`config.mk`:
```
export PLATFORM = sky130hd
export DESIGN_NAME = mem_port_arbiter
export DESIGN_NICKNAME = d
export VERILOG_FILES = /design/src/rtl/mem_port_arbiter.sv
export SDC_FILE = /design/constraint.sdc
export NUM_CORES = 1
export LEC_CHECK = 0
export ABC_AREA = 0
export BUFFER_PORTS_ARGS = -buffer_cell sky130_fd_sc_hd__buf_2
export CAP_MARGIN = 20
export CORE_AREA = 2 2 105 107
export DETAILED_ROUTE_END_ITERATION = 10
export DIE_AREA = 0 0 107 109
export GPL_TIMING_DRIVEN = 0
export PLACE_DENSITY = 0.77
export SYNTH_ARGS = -nofsm -noshare
export SYNTH_HDL_FRONTEND = slang
export SYNTH_SLANG_ARGS = --single-unit
```
`constraint.sdc`:
```
create_clock -name clk -period 1.73 [get_ports clk]
set_input_delay 0.173 -clock clk [delete_from_list [all_inputs] [get_ports clk]]
set_output_delay 0.173 -clock clk [all_outputs]
set_load 0.01 [all_outputs]
```
`src/rtl/mem_port_arbiter.sv`:
```
// Shared data-memory port arbiter: boot lock, fixed-priority or round-robin grant,
// and per-master read-return tagging for a fixed-latency memory.
module mem_port_arbiter #(
  parameter int NUM_MASTERS  = 2,
  parameter int ADDR_W       = 32,
  parameter int DATA_W       = 32,
  parameter int MODE         = 0,
  parameter int READ_LATENCY = 1,
  parameter int BOOT_MASTER  = 0
) (
  input  logic                          clk,
  input  logic                          reset,
  input  logic                          boot_done,
  input  logic [NUM_MASTERS-1:0]        req,
  input  logic [NUM_MASTERS-1:0]        we,
  input  logic [NUM_MASTERS*ADDR_W-1:0] addr,
  input  logic [NUM_MASTERS*DATA_W-1:0] wdata,
  output logic [NUM_MASTERS-1:0]        gnt,
  output logic [NUM_MASTERS-1:0]        rvalid,
  output logic [DATA_W-1:0]             rdata,
  output logic [ADDR_W-1:0]             mem_addr,
  output logic [DATA_W-1:0]             mem_wdata,
  output logic                          mem_we,
  input  logic [DATA_W-1:0]             mem_rdata,
  output logic                          busy
);

  localparam int IDX_W = (NUM_MASTERS > 2) ? $clog2(NUM_MASTERS) : 1;
  localparam logic [IDX_W-1:0] LAST_IDX = IDX_W'(NUM_MASTERS - 1);

  logic [NUM_MASTERS-1:0]  elig;
  logic                    lo_found, hi_found, any_gnt, we_sel;
  logic [IDX_W-1:0]        lo_idx, hi_idx, gnt_idx;
  logic [IDX_W-1:0]        ptr_d, ptr_q;
  logic [ADDR_W-1:0]       addr_sel, mem_addr_d, mem_addr_q;
  logic [DATA_W-1:0]       wdata_sel, mem_wdata_d, mem_wdata_q;
  logic [READ_LATENCY-1:0] vld_d, vld_q;
  logic [IDX_W-1:0]        tag_d [READ_LATENCY];
  logic [IDX_W-1:0]        tag_q [READ_LATENCY];

  // lo_* is the lowest eligible index, hi_* the lowest at or after the pointer;
  // falling back to lo_* gives the modulo wrap. MODE 0 keeps the pointer at 0.
  always_comb begin
    elig     = boot_done ? req : (req & (NUM_MASTERS'(1) << BOOT_MASTER));
    lo_found = 1'b0;
    hi_found = 1'b0;
    lo_idx   = '0;
    hi_idx   = '0;
    for (int i = NUM_MASTERS - 1; i >= 0; i--) begin
      if (elig[i]) begin
        lo_found = 1'b1;
        lo_idx   = IDX_W'(i);
        if (IDX_W'(i) >= ptr_q) begin
          hi_found = 1'b1;
          hi_idx   = IDX_W'(i);
        end
      end
    end
    any_gnt = reset && lo_found;
    gnt_idx = hi_found ? hi_idx : lo_idx;
    gnt     = any_gnt ? (NUM_MASTERS'(1) << gnt_idx) : '0;
  end

  always_comb begin
    addr_sel  = '0;
    wdata_sel = '0;
    we_sel    = 1'b0;
    for (int i = 0; i < NUM_MASTERS; i++) begin
      if (gnt[i]) begin
        addr_sel  = addr[i*ADDR_W +: ADDR_W];
        wdata_sel = wdata[i*DATA_W +: DATA_W];
        we_sel    = we[i];
      end
    end
    mem_addr_d  = any_gnt ? addr_sel : mem_addr_q;
    mem_wdata_d = any_gnt ? wdata_sel : mem_wdata_q;
    mem_addr    = reset ? mem_addr_d : '0;
    mem_wdata   = reset ? mem_wdata_d : '0;
    mem_we      = any_gnt & we_sel;
  end

  always_comb begin
    ptr_d = ptr_q;
    if (MODE == 1 && any_gnt) begin
      ptr_d = (gnt_idx == LAST_IDX) ? '0 : gnt_idx + 1'b1;
    end
  end

  always_comb begin
    vld_d    = '0;
    tag_d    = tag_q;
    vld_d[0] = any_gnt & ~we_sel;
    tag_d[0] = gnt_idx;
    for (int s = 1; s < READ_LATENCY; s++) begin
      vld_d[s] = vld_q[s-1];
      tag_d[s] = tag_q[s-1];
    end
  end

  assign rvalid = (reset && vld_q[READ_LATENCY-1]) ?
                  (NUM_MASTERS'(1) << tag_q[READ_LATENCY-1]) : '0;
  assign rdata  = mem_rdata;
  assign busy   = |vld_q;

  always_ff @(posedge clk) begin
    if (!reset) begin
      ptr_q       <= '0;
      vld_q       <= '0;
      mem_addr_q  <= '0;
      mem_wdata_q <= '0;
      for (int s = 0; s < READ_LATENCY; s++) tag_q[s] <= '0;
    end else begin
      ptr_q       <= ptr_d;
      vld_q       <= vld_d;
      mem_addr_q  <= mem_addr_d;
      mem_wdata_q <= mem_wdata_d;
      tag_q       <= tag_d;
    end
  end

endmodule

```
==> results of run 1 <==
## worst min-delay path: stages
cell and delay (ps):
buf_2 70, nand2b_1 80, o311a_1 170
## how the worst max path moves through the flow
stage / from / end / slack [ps] / cells after the start
2_1_floorplan: req[0] / mem_we / 540 / 5
3_3_place_gp: reset / mem_wdata[31] / 6 / 4
3_5_place_dp: reset / mem_wdata[31] / 20 / 4
4_1_cts: reset / mem_wdata[31] / 30 / 4
5_1_grt: reset / mem_addr[8] / 6 / 4
6_report: reset / mem_addr[24] / 80 / 4
## where the power goes
part	leakage (uW)	total, uW	switching (uW)	internal (uW)
combinational	0.00231	967	471	496
clock	0.0000945	1330	623	704
sequential	0.000549	1650	21.9	1630
total	0.00296	3950	1120	2830
## cell usage after synthesis
cell,count,share of area (%)
a21boi_1,3,0.58
a21boi_0,62,12
buf_4,34,6.6
buf_2,14,1.8
and4b_1,2,0.52
buf_6,11,3.2
and2_1,1,0.16
nand2_1,2,0.19
nand2b_1,64,10
nand4b_1,1,0.23
clkbuf_1,24,2.3
nor2_1,1,0.097
and4bb_1,1,0.32
nor2b_1,1,0.16
o21a_1,1,0.19
and3_1,65,11
dfxtp_1,66,34
o311a_1,64,17
## logic make-up after synthesis
group | count (synthesis) | synth area share, %
and+or+nand+nor | 138 | 22.5
DFF | 66 | 34.2
buffers and inverters | 83 | 13.9
AOI/OAI and AO/OA | 130 | 29.4
## final cells by class
type	count	area share [%]
Multi-Input combinational cell	268	37.1
Sequential cell	66	24.4
Timing Repair Buffer	232	21.4
Buffer	83	10.1
Tap cell	140	3.24
Clock buffer	10	2.54
Clock inverter	6	1.22
## metal layers
| metal | share of wire [%] | vias up | global-route usage (%) |
|---|---|---|---|
| li1 | - | 2004 | - |
| met1 | 41 | 1907 | 23.7 |
| met2 | 49 | 196 | 35.7 |
| met3 | 7.7 | 21 | 4.84 |
| met4 | 1.9 | 0 | 7.88 |
| met5 | 0 | - | 0 |
## stage by stage
step,instances,instance area (um^2)
6_report,805,5410
5_1_grt,805,5410
4_1_cts,805,5410
3_5_place_dp,789,5200
3_3_place_gp,789,5200
2_1_floorplan,417,3870
## sequential cells by signal (all words and copies together), names as in the netlist
signal / flops
tag_q: 1
busy: 1
mem_wdata_q: 32
mem_addr_q: 32
==> results_dict.tcl, run 1 <==
set metrics [dict create \
    status "finished, final reports clean" \
    end_kind "output pin" \
    clock_path_buffers 2 \
    ios 269 \
    peakVddDrop_mv 0.381 \
    max_slew_margin_pct 62.2 \
    port-buffer-count 232 \
    path_cells "buf_1 -> clkbuf_1 -> o311a_1 -> buf_2" \
    grt-ovfl-total 0 \
    grt_use_total_pct 20.2 \
    rows 38 \
    power.total_uw 3950 \
    grt_pass1_wl_um 18900 \
    final_hold_viol_count 0 \
    post-dp-hpwl_um 9600 \
    cts_resized 0 \
    first_pass_iters 4 \
    holdWs_ps 189 \
    worstPathRequired_ps 1560 \
    r2r-start "mem_wdata_q[6]" \
    htree_levels 3 \
    vias 4128 \
    multi_input_area_mm2 0.00201 \
    finalCritPeriodShare_pct 95.4 \
    worstSkewPairLatency_ps 330 \
    max_freq_mhz 606 \
    synth_seq_cells 66 \
    worst-path-buf-inv 3 \
    layout.cells.most_common "buf_2" \
    yosys.cell_types.count 18 \
    crit_type "in -> out" \
    viasPerCell 5.13 \
    crit_path_max_incr_delay_ps 430 \
    hold_buffers 0 \
    min_from "addr[9]" \
    clock-sinks 66 \
    maxSlewViolCount 0 \
    cts_buffers 9 \
    wire_per_inst_um 15.5 \
    cts_setup_buffers 0 \
    finClkSkew_ps 0 \
    min_delay_worst_endpoint "mem_addr_q[9]" \
    grt_pass1_vias 4003 \
    crit_path_start_kind "input pin" \
    antennaDiodeCount 0 \
    yosysSeqAreaShare_pct 34.2 \
    fillers 1029 \
    ys_warn_count 0 \
    crit_family "buffers and inverters" \
    p_leak_uw 0.00296 \
    grt_antenna_before_repair 0 \
    drt_iter0_drc 248 \
    ant_nets 0 \
    hold_path.class "in -> reg" \
    die_h_um 109 \
    synthesis.area_mm2 0.00387 \
    drcViolationCount 0 \
    timing.rr.end "mem_wdata_q[6]" \
    place_ws_ps 24.4 \
    dieArea_mm2 0.0117 \
    cts_root_buf "clkbuf_8" \
    synth_cells 417 \
    cpMaxStageDelayCell "buf_1" \
    cts_tree "yes" \
    final_cell_mix "buf_2, dfxtp_1, and3_1" \
    tightestPinTransition_ps 567 \
    synthToLayoutAreaGrowth_pct 39.9 \
    arrival_ps 1480 \
    globalplace.congestion 0.763 \
    drv_cap 0 \
    wirelength_um 12500 \
    cts.reportedPaths.clkPinSlew_ps 80 \
    final_nets 827 \
    crit_fanout 10 \
    finalCriticalPeriod_ps 1650 \
    setup_viol 0 \
    pwr_density_cell_mw_per_mm2 729 \
    core-area_mm2 0.0106 \
    synth_nets 584 \
    reg2reg_depth 2 \
    fp.dieW_um 107 \
    fin_setup_tns_ps 0 \
    fin_ws_ps 79.5 \
    drive_gt1_share_pct 46.8 \
    final-seq-area_mm2 0.00132 \
    rsz0062_at_grt "no" \
    grt_max_degree 13 \
    r2r_slack_ps 840 \
    synth_area_per_cell_um2 9.28 \
    post-route-util_pct 51.1 \
    start_util_pct 36.5 \
    hold_depth 3 \
]
No activity file was read; power rests on OpenSTA's default activity.
==> run 2: changes to the inputs <==
Settings changed: CELL_PAD_IN_SITES_DETAIL_PLACEMENT set to 0, CELL_PAD_IN_SITES_GLOBAL_PLACEMENT set to 2, CORE_AREA 2 2 105 107 to not set, CORE_UTILIZATION set to 24, DIE_AREA 0 0 107 109 to not set, PLACE_DENSITY 0.77 to 0.91.
==> run 2 against run 1 <==
Register-to-register slack about the same. Critical path depth up 1. Combinational power up 1%. Utilization down 16 points. Worst setup slack better by 130 ps. Largest cell class unchanged. Fmax up 8.4%. Final cell count up 9.2%. Clock skew unchanged. Sequential power about the same. First-iteration DRC count down 31%.
==> results_dict.tcl, run 2 (synthesis results as in run 1) <==
set metrics [dict create \
    synthToLayoutAreaGrowth_pct 43.6 \
    holdWs_ps 194 \
    post-dp-hpwl_um 10400 \
    end_kind "output pin" \
    r2r_slack_ps 850 \
    final_cell_mix "buf_2, dfxtp_1, and3_1" \
    crit_path_end "mem_addr[24]" \
    setup_viol 0 \
    fp.dieW_um 129 \
    arrival_ps 1350 \
    grt_antenna_before_repair 0 \
    final_hold_viol_count 0 \
    multi_input_area_mm2 0.00201 \
    cts_resized 2 \
    cts_root_buf "clkbuf_16" \
    cts.reportedPaths.clkPinSlew_ps 50 \
    crit_type "in -> out" \
    cts_setup_buffers 0 \
    maxSlewViolCount 0 \
    final-seq-area_mm2 0.00132 \
    drv_cap 0 \
    finalCritPeriodShare_pct 88.0 \
    rsz0062_at_grt "no" \
    finalCriticalPeriod_ps 1520 \
    crit_fanout 10 \
    timing.rr.end "mem_addr_q[7]" \
    cts_tree "yes" \
    layout.cells.most_common "buf_2" \
    pwr_density_cell_mw_per_mm2 765 \
    r2r-start "mem_addr_q[7]" \
    grt-ovfl-total 0 \
    grt_pass1_vias 4092 \
    final_nets 827 \
    hold_path.class "in -> reg" \
    dieArea_mm2 0.0166 \
    status "finished, final reports clean" \
    min_from "wdata[10]" \
    wirelength_um 13700 \
    ios 269 \
    drive_gt1_share_pct 45.7 \
    max_freq_mhz 657 \
    clock-sinks 66 \
    reg2reg_depth 2 \
    grt_max_degree 11 \
    wire_per_inst_um 15.5 \
    htree_levels 3 \
    power.total_uw 4250 \
    viasPerCell 4.67 \
    cts_buffers 9 \
    antennaDiodeCount 0 \
    crit_path_start_kind "input pin" \
    crit_path_start "req[0]" \
    die_h_um 129 \
    drcViolationCount 0 \
    tightestPinTransition_ps 623 \
    worstPathRequired_ps 1560 \
    grt_pass1_wl_um 20700 \
    port-buffer-count 232 \
    rows 46 \
    peakVddDrop_mv 0.398 \
    core-area_mm2 0.0158 \
    top_regs "mem_addr_q: 32 flops, mem_wdata_q: 32 flops" \
    max_slew_margin_pct 58.5 \
    first_pass_iters 4 \
    clock_path_buffers 2 \
    hold_buffers 0 \
    drt_iter0_drc 170 \
    vias 4107 \
    start_util_pct 24.4 \
    grt_use_total_pct 16.2 \
    worstSkewPairLatency_ps 330 \
    p_leak_uw 0.00298 \
    finClkSkew_ps 0 \
    fillers 1700 \
    ant_nets 0 \
    globalplace.congestion 0.742 \
]
## run 2: worst min path at each step
stage                 endpoint  depth (start not counted)
3_5_place_dp         rdata[24]                          2
2_1_floorplan             busy                          2
4_1_cts        mem_wdata_q[10]                          3
6_report       mem_wdata_q[10]                          3
3_3_place_gp         rdata[11]                          2
5_1_grt                   busy                          3
## run 2: stage by stage
step	setup WS, ps	instance area (um^2)	setup TNS [ps]	instances	util [%]
after floorplan	535	3870	0	417	-
after CTS	178	5560	0	879	35.1
after detailed placement	-89.6	5300	-543	865	33.5
final	207	5560	0	879	35.1
after global routing	131	5560	0	879	35.1
after global placement	-92.2	5300	-758	865	33.5
## run 2: power by group
group | leakage [uW] | internal (uW) | switching (uW) | total [uW]
logic | 0.00231 | 496 | 483 | 978
clock network | 0.000123 | 994 | 624 | 1620
registers | 0.000549 | 1630 | 22.6 | 1660
## run 2: area by class of cell
| cell class | instances | share of cell area, % |
|---|---|---|
| multi-input cells | 268 | 36.1 |
| flip-flops and latches | 66 | 23.8 |
| plain buffers | 83 | 9.75 |
| repair buffers | 232 | 20.9 |
| well taps | 216 | 4.86 |
| clock buffers | 14 | 4.57 |
## run 2: routing by layer
| metal | GRT usage (%) | vias up | share of wire, % |
|---|---|---|---|
| li1 | - | 2001 | - |
| met1 | 19.5 | 1920 | 44 |
| met4 | 4.57 | 0 | 1.0 |
| met5 | 0 | - | 0 |
| met2 | 28.1 | 175 | 48 |
| met3 | 4.45 | 11 | 7.2 |
## run 2: worst max-delay path: stages
cell,delay [ps]
buf_4,170
buf_2,230
buf_2,220
o311a_1,400
buf_2,150
==> run 3: changes to the inputs <==
Settings changed: CTS_BUF_LIST set to sky130_fd_sc_hd__clkbuf_8 sky130_fd_sc_hd__clkbuf_16.
==> run 3 against run 2 <==
Clock skew stayed put. First-iteration DRC count shrank 4.1%. Routed wire length about the same. Final cell count unchanged. Largest power group unchanged. Combinational power barely moved. Critical path depth unchanged. Highest routed layer unchanged.
==> results_dict.tcl, run 3 (synthesis results as in run 1) <==
set metrics [dict create \
    grt-ovfl-total 0 \
    htree_levels 3 \
    wire_per_inst_um 15.5 \
    grt_antenna_before_repair 0 \
    setup_viol 0 \
    cts_tree "yes" \
    final_nets 827 \
    r2r-start "mem_addr_q[7]" \
    synthToLayoutAreaGrowth_pct 43.6 \
    finish.instance_area_mm2 0.00556 \
    cts.reportedPaths.clkPinSlew_ps 50 \
    top_regs "mem_addr_q: 32 flops, mem_wdata_q: 32 flops" \
    pwr_density_cell_mw_per_mm2 762 \
    ant_nets 0 \
    r2r_slack_ps 850 \
    dieArea_mm2 0.0166 \
    start_util_pct 24.4 \
    die_h_um 129 \
    tightestPinTransition_ps 623 \
    cts_resized 2 \
    drcViolationCount 0 \
    cts_root_buf "clkbuf_16" \
    end_kind "output pin" \
    timing.rr.end "mem_addr_q[7]" \
    status "finished, final reports clean" \
    vias 4107 \
    globalplace.congestion 0.742 \
    postPlaceCellArea_mm2 0.00530 \
    layout.cells.most_common "buf_2" \
    rsz0062_at_grt "no" \
    antennaDiodeCount 0 \
    crit_fanout 10 \
    post-dp-hpwl_um 10400 \
    port-buffer-count 232 \
    drive_gt1_share_pct 45.7 \
    max_freq_mhz 657 \
    hold_path.class "in -> reg" \
    post-route-util_pct 35.1 \
    min_delay_worst_endpoint "mem_wdata_q[10]" \
    p_leak_uw 0.00300 \
    finClkSkew_ps 0 \
    first_pass_iters 4 \
    grt_use_total_pct 16.2 \
    peakVddDrop_mv 0.398 \
    min_from "wdata[10]" \
    final_hold_viol_count 0 \
    cts_buffers 9 \
    finalCritPeriodShare_pct 88.0 \
    fp.dieW_um 129 \
    cts_setup_buffers 0 \
    worstPathRequired_ps 1560 \
    grt_pass1_vias 4092 \
    crit_type "in -> out" \
    crit_path_start_kind "input pin" \
    clock_path_buffers 2 \
    drv_cap 0 \
    final_cell_mix "buf_2, dfxtp_1, and3_1" \
    worstSkewPairLatency_ps 330 \
    finalCriticalPeriod_ps 1520 \
    maxSlewViolCount 0 \
    ios 269 \
    grt_max_degree 11 \
    clock-sinks 66 \
    max_slew_margin_pct 58.5 \
    dp.cells 865 \
    viasPerCell 4.67 \
    wirelength_um 13700 \
    core-area_mm2 0.0158 \
    hold_depth 3 \
    rows 46 \
    reg2reg_depth 2 \
    fin_cells 879 \
    hold_buffers 0 \
    arrival_ps 1350 \
    drt_iter0_drc 163 \
    grt_pass1_wl_um 20700 \
]
==> run 3: changes by cell type in the layout (fill, tap and decap cells not counted), sizes merged <==
cell | before | now
clkbuf | 38 | 34
inv | 0 | 4
==> run 3: layout make-up <==
class | instances | area, um^2
Multi-Input combinational cell | 268 | 2010
Clock inverter | 4 | 15.0
Timing Repair Buffer | 232 | 1160
Tap cell | 216 | 270
Fill cell | 1700 | 10300
Clock buffer | 10 | 239
Buffer | 83 | 542
Sequential cell | 66 | 1320
==> run 3: how the worst max path moves through the flow <==
stage                start      endpoint  slack, ps  cells after the start
floorplan           req[0]        mem_we        540                      5
global placement     reset  mem_addr[31]        -90                      4
detailed placement   reset  mem_addr[31]        -90                      4
CTS                 req[0]   mem_addr[2]        180                      5
global route        req[0]   mem_addr[2]        130                      5
finish              req[0]  mem_addr[24]        210                      5
==> run 3: where the power goes <==
part           internal [uW]  total [uW]  switching [uW]
Sequential              1630        1660            22.6
Clock                    970        1600             627
Combinational            496         978             483
Total                   3100        4230            1130
==> run 3: through the flow <==
step,TNS [ps],power (uW),hold slack (ps),worst slack [ps]
2_1_floorplan,0,2260,403,535
3_3_place_gp,-758,2660,531,-92.2
3_5_place_dp,-543,2670,529,-89.6
4_1_cts,0,4290,185,178
5_1_grt,0,4450,207,131
6_report,0,4230,194,207
==> run 3: worst max-delay path, stage by stage <==
cell and delay [ps]:
buf_4 170, buf_2 230, buf_2 220, o311a_1 400, buf_2 150
==> run 3: metal layers <==
| metal | up-vias | share of wire [%] | track usage (%) |
|---|---|---|---|
| met5 | - | 0 | 0 |
| met4 | 0 | 1.1 | 4.57 |
| met3 | 11 | 7.2 | 4.45 |
| met2 | 171 | 48 | 28.1 |
| met1 | 1923 | 44 | 19.5 |
| li1 | 2002 | - | - |
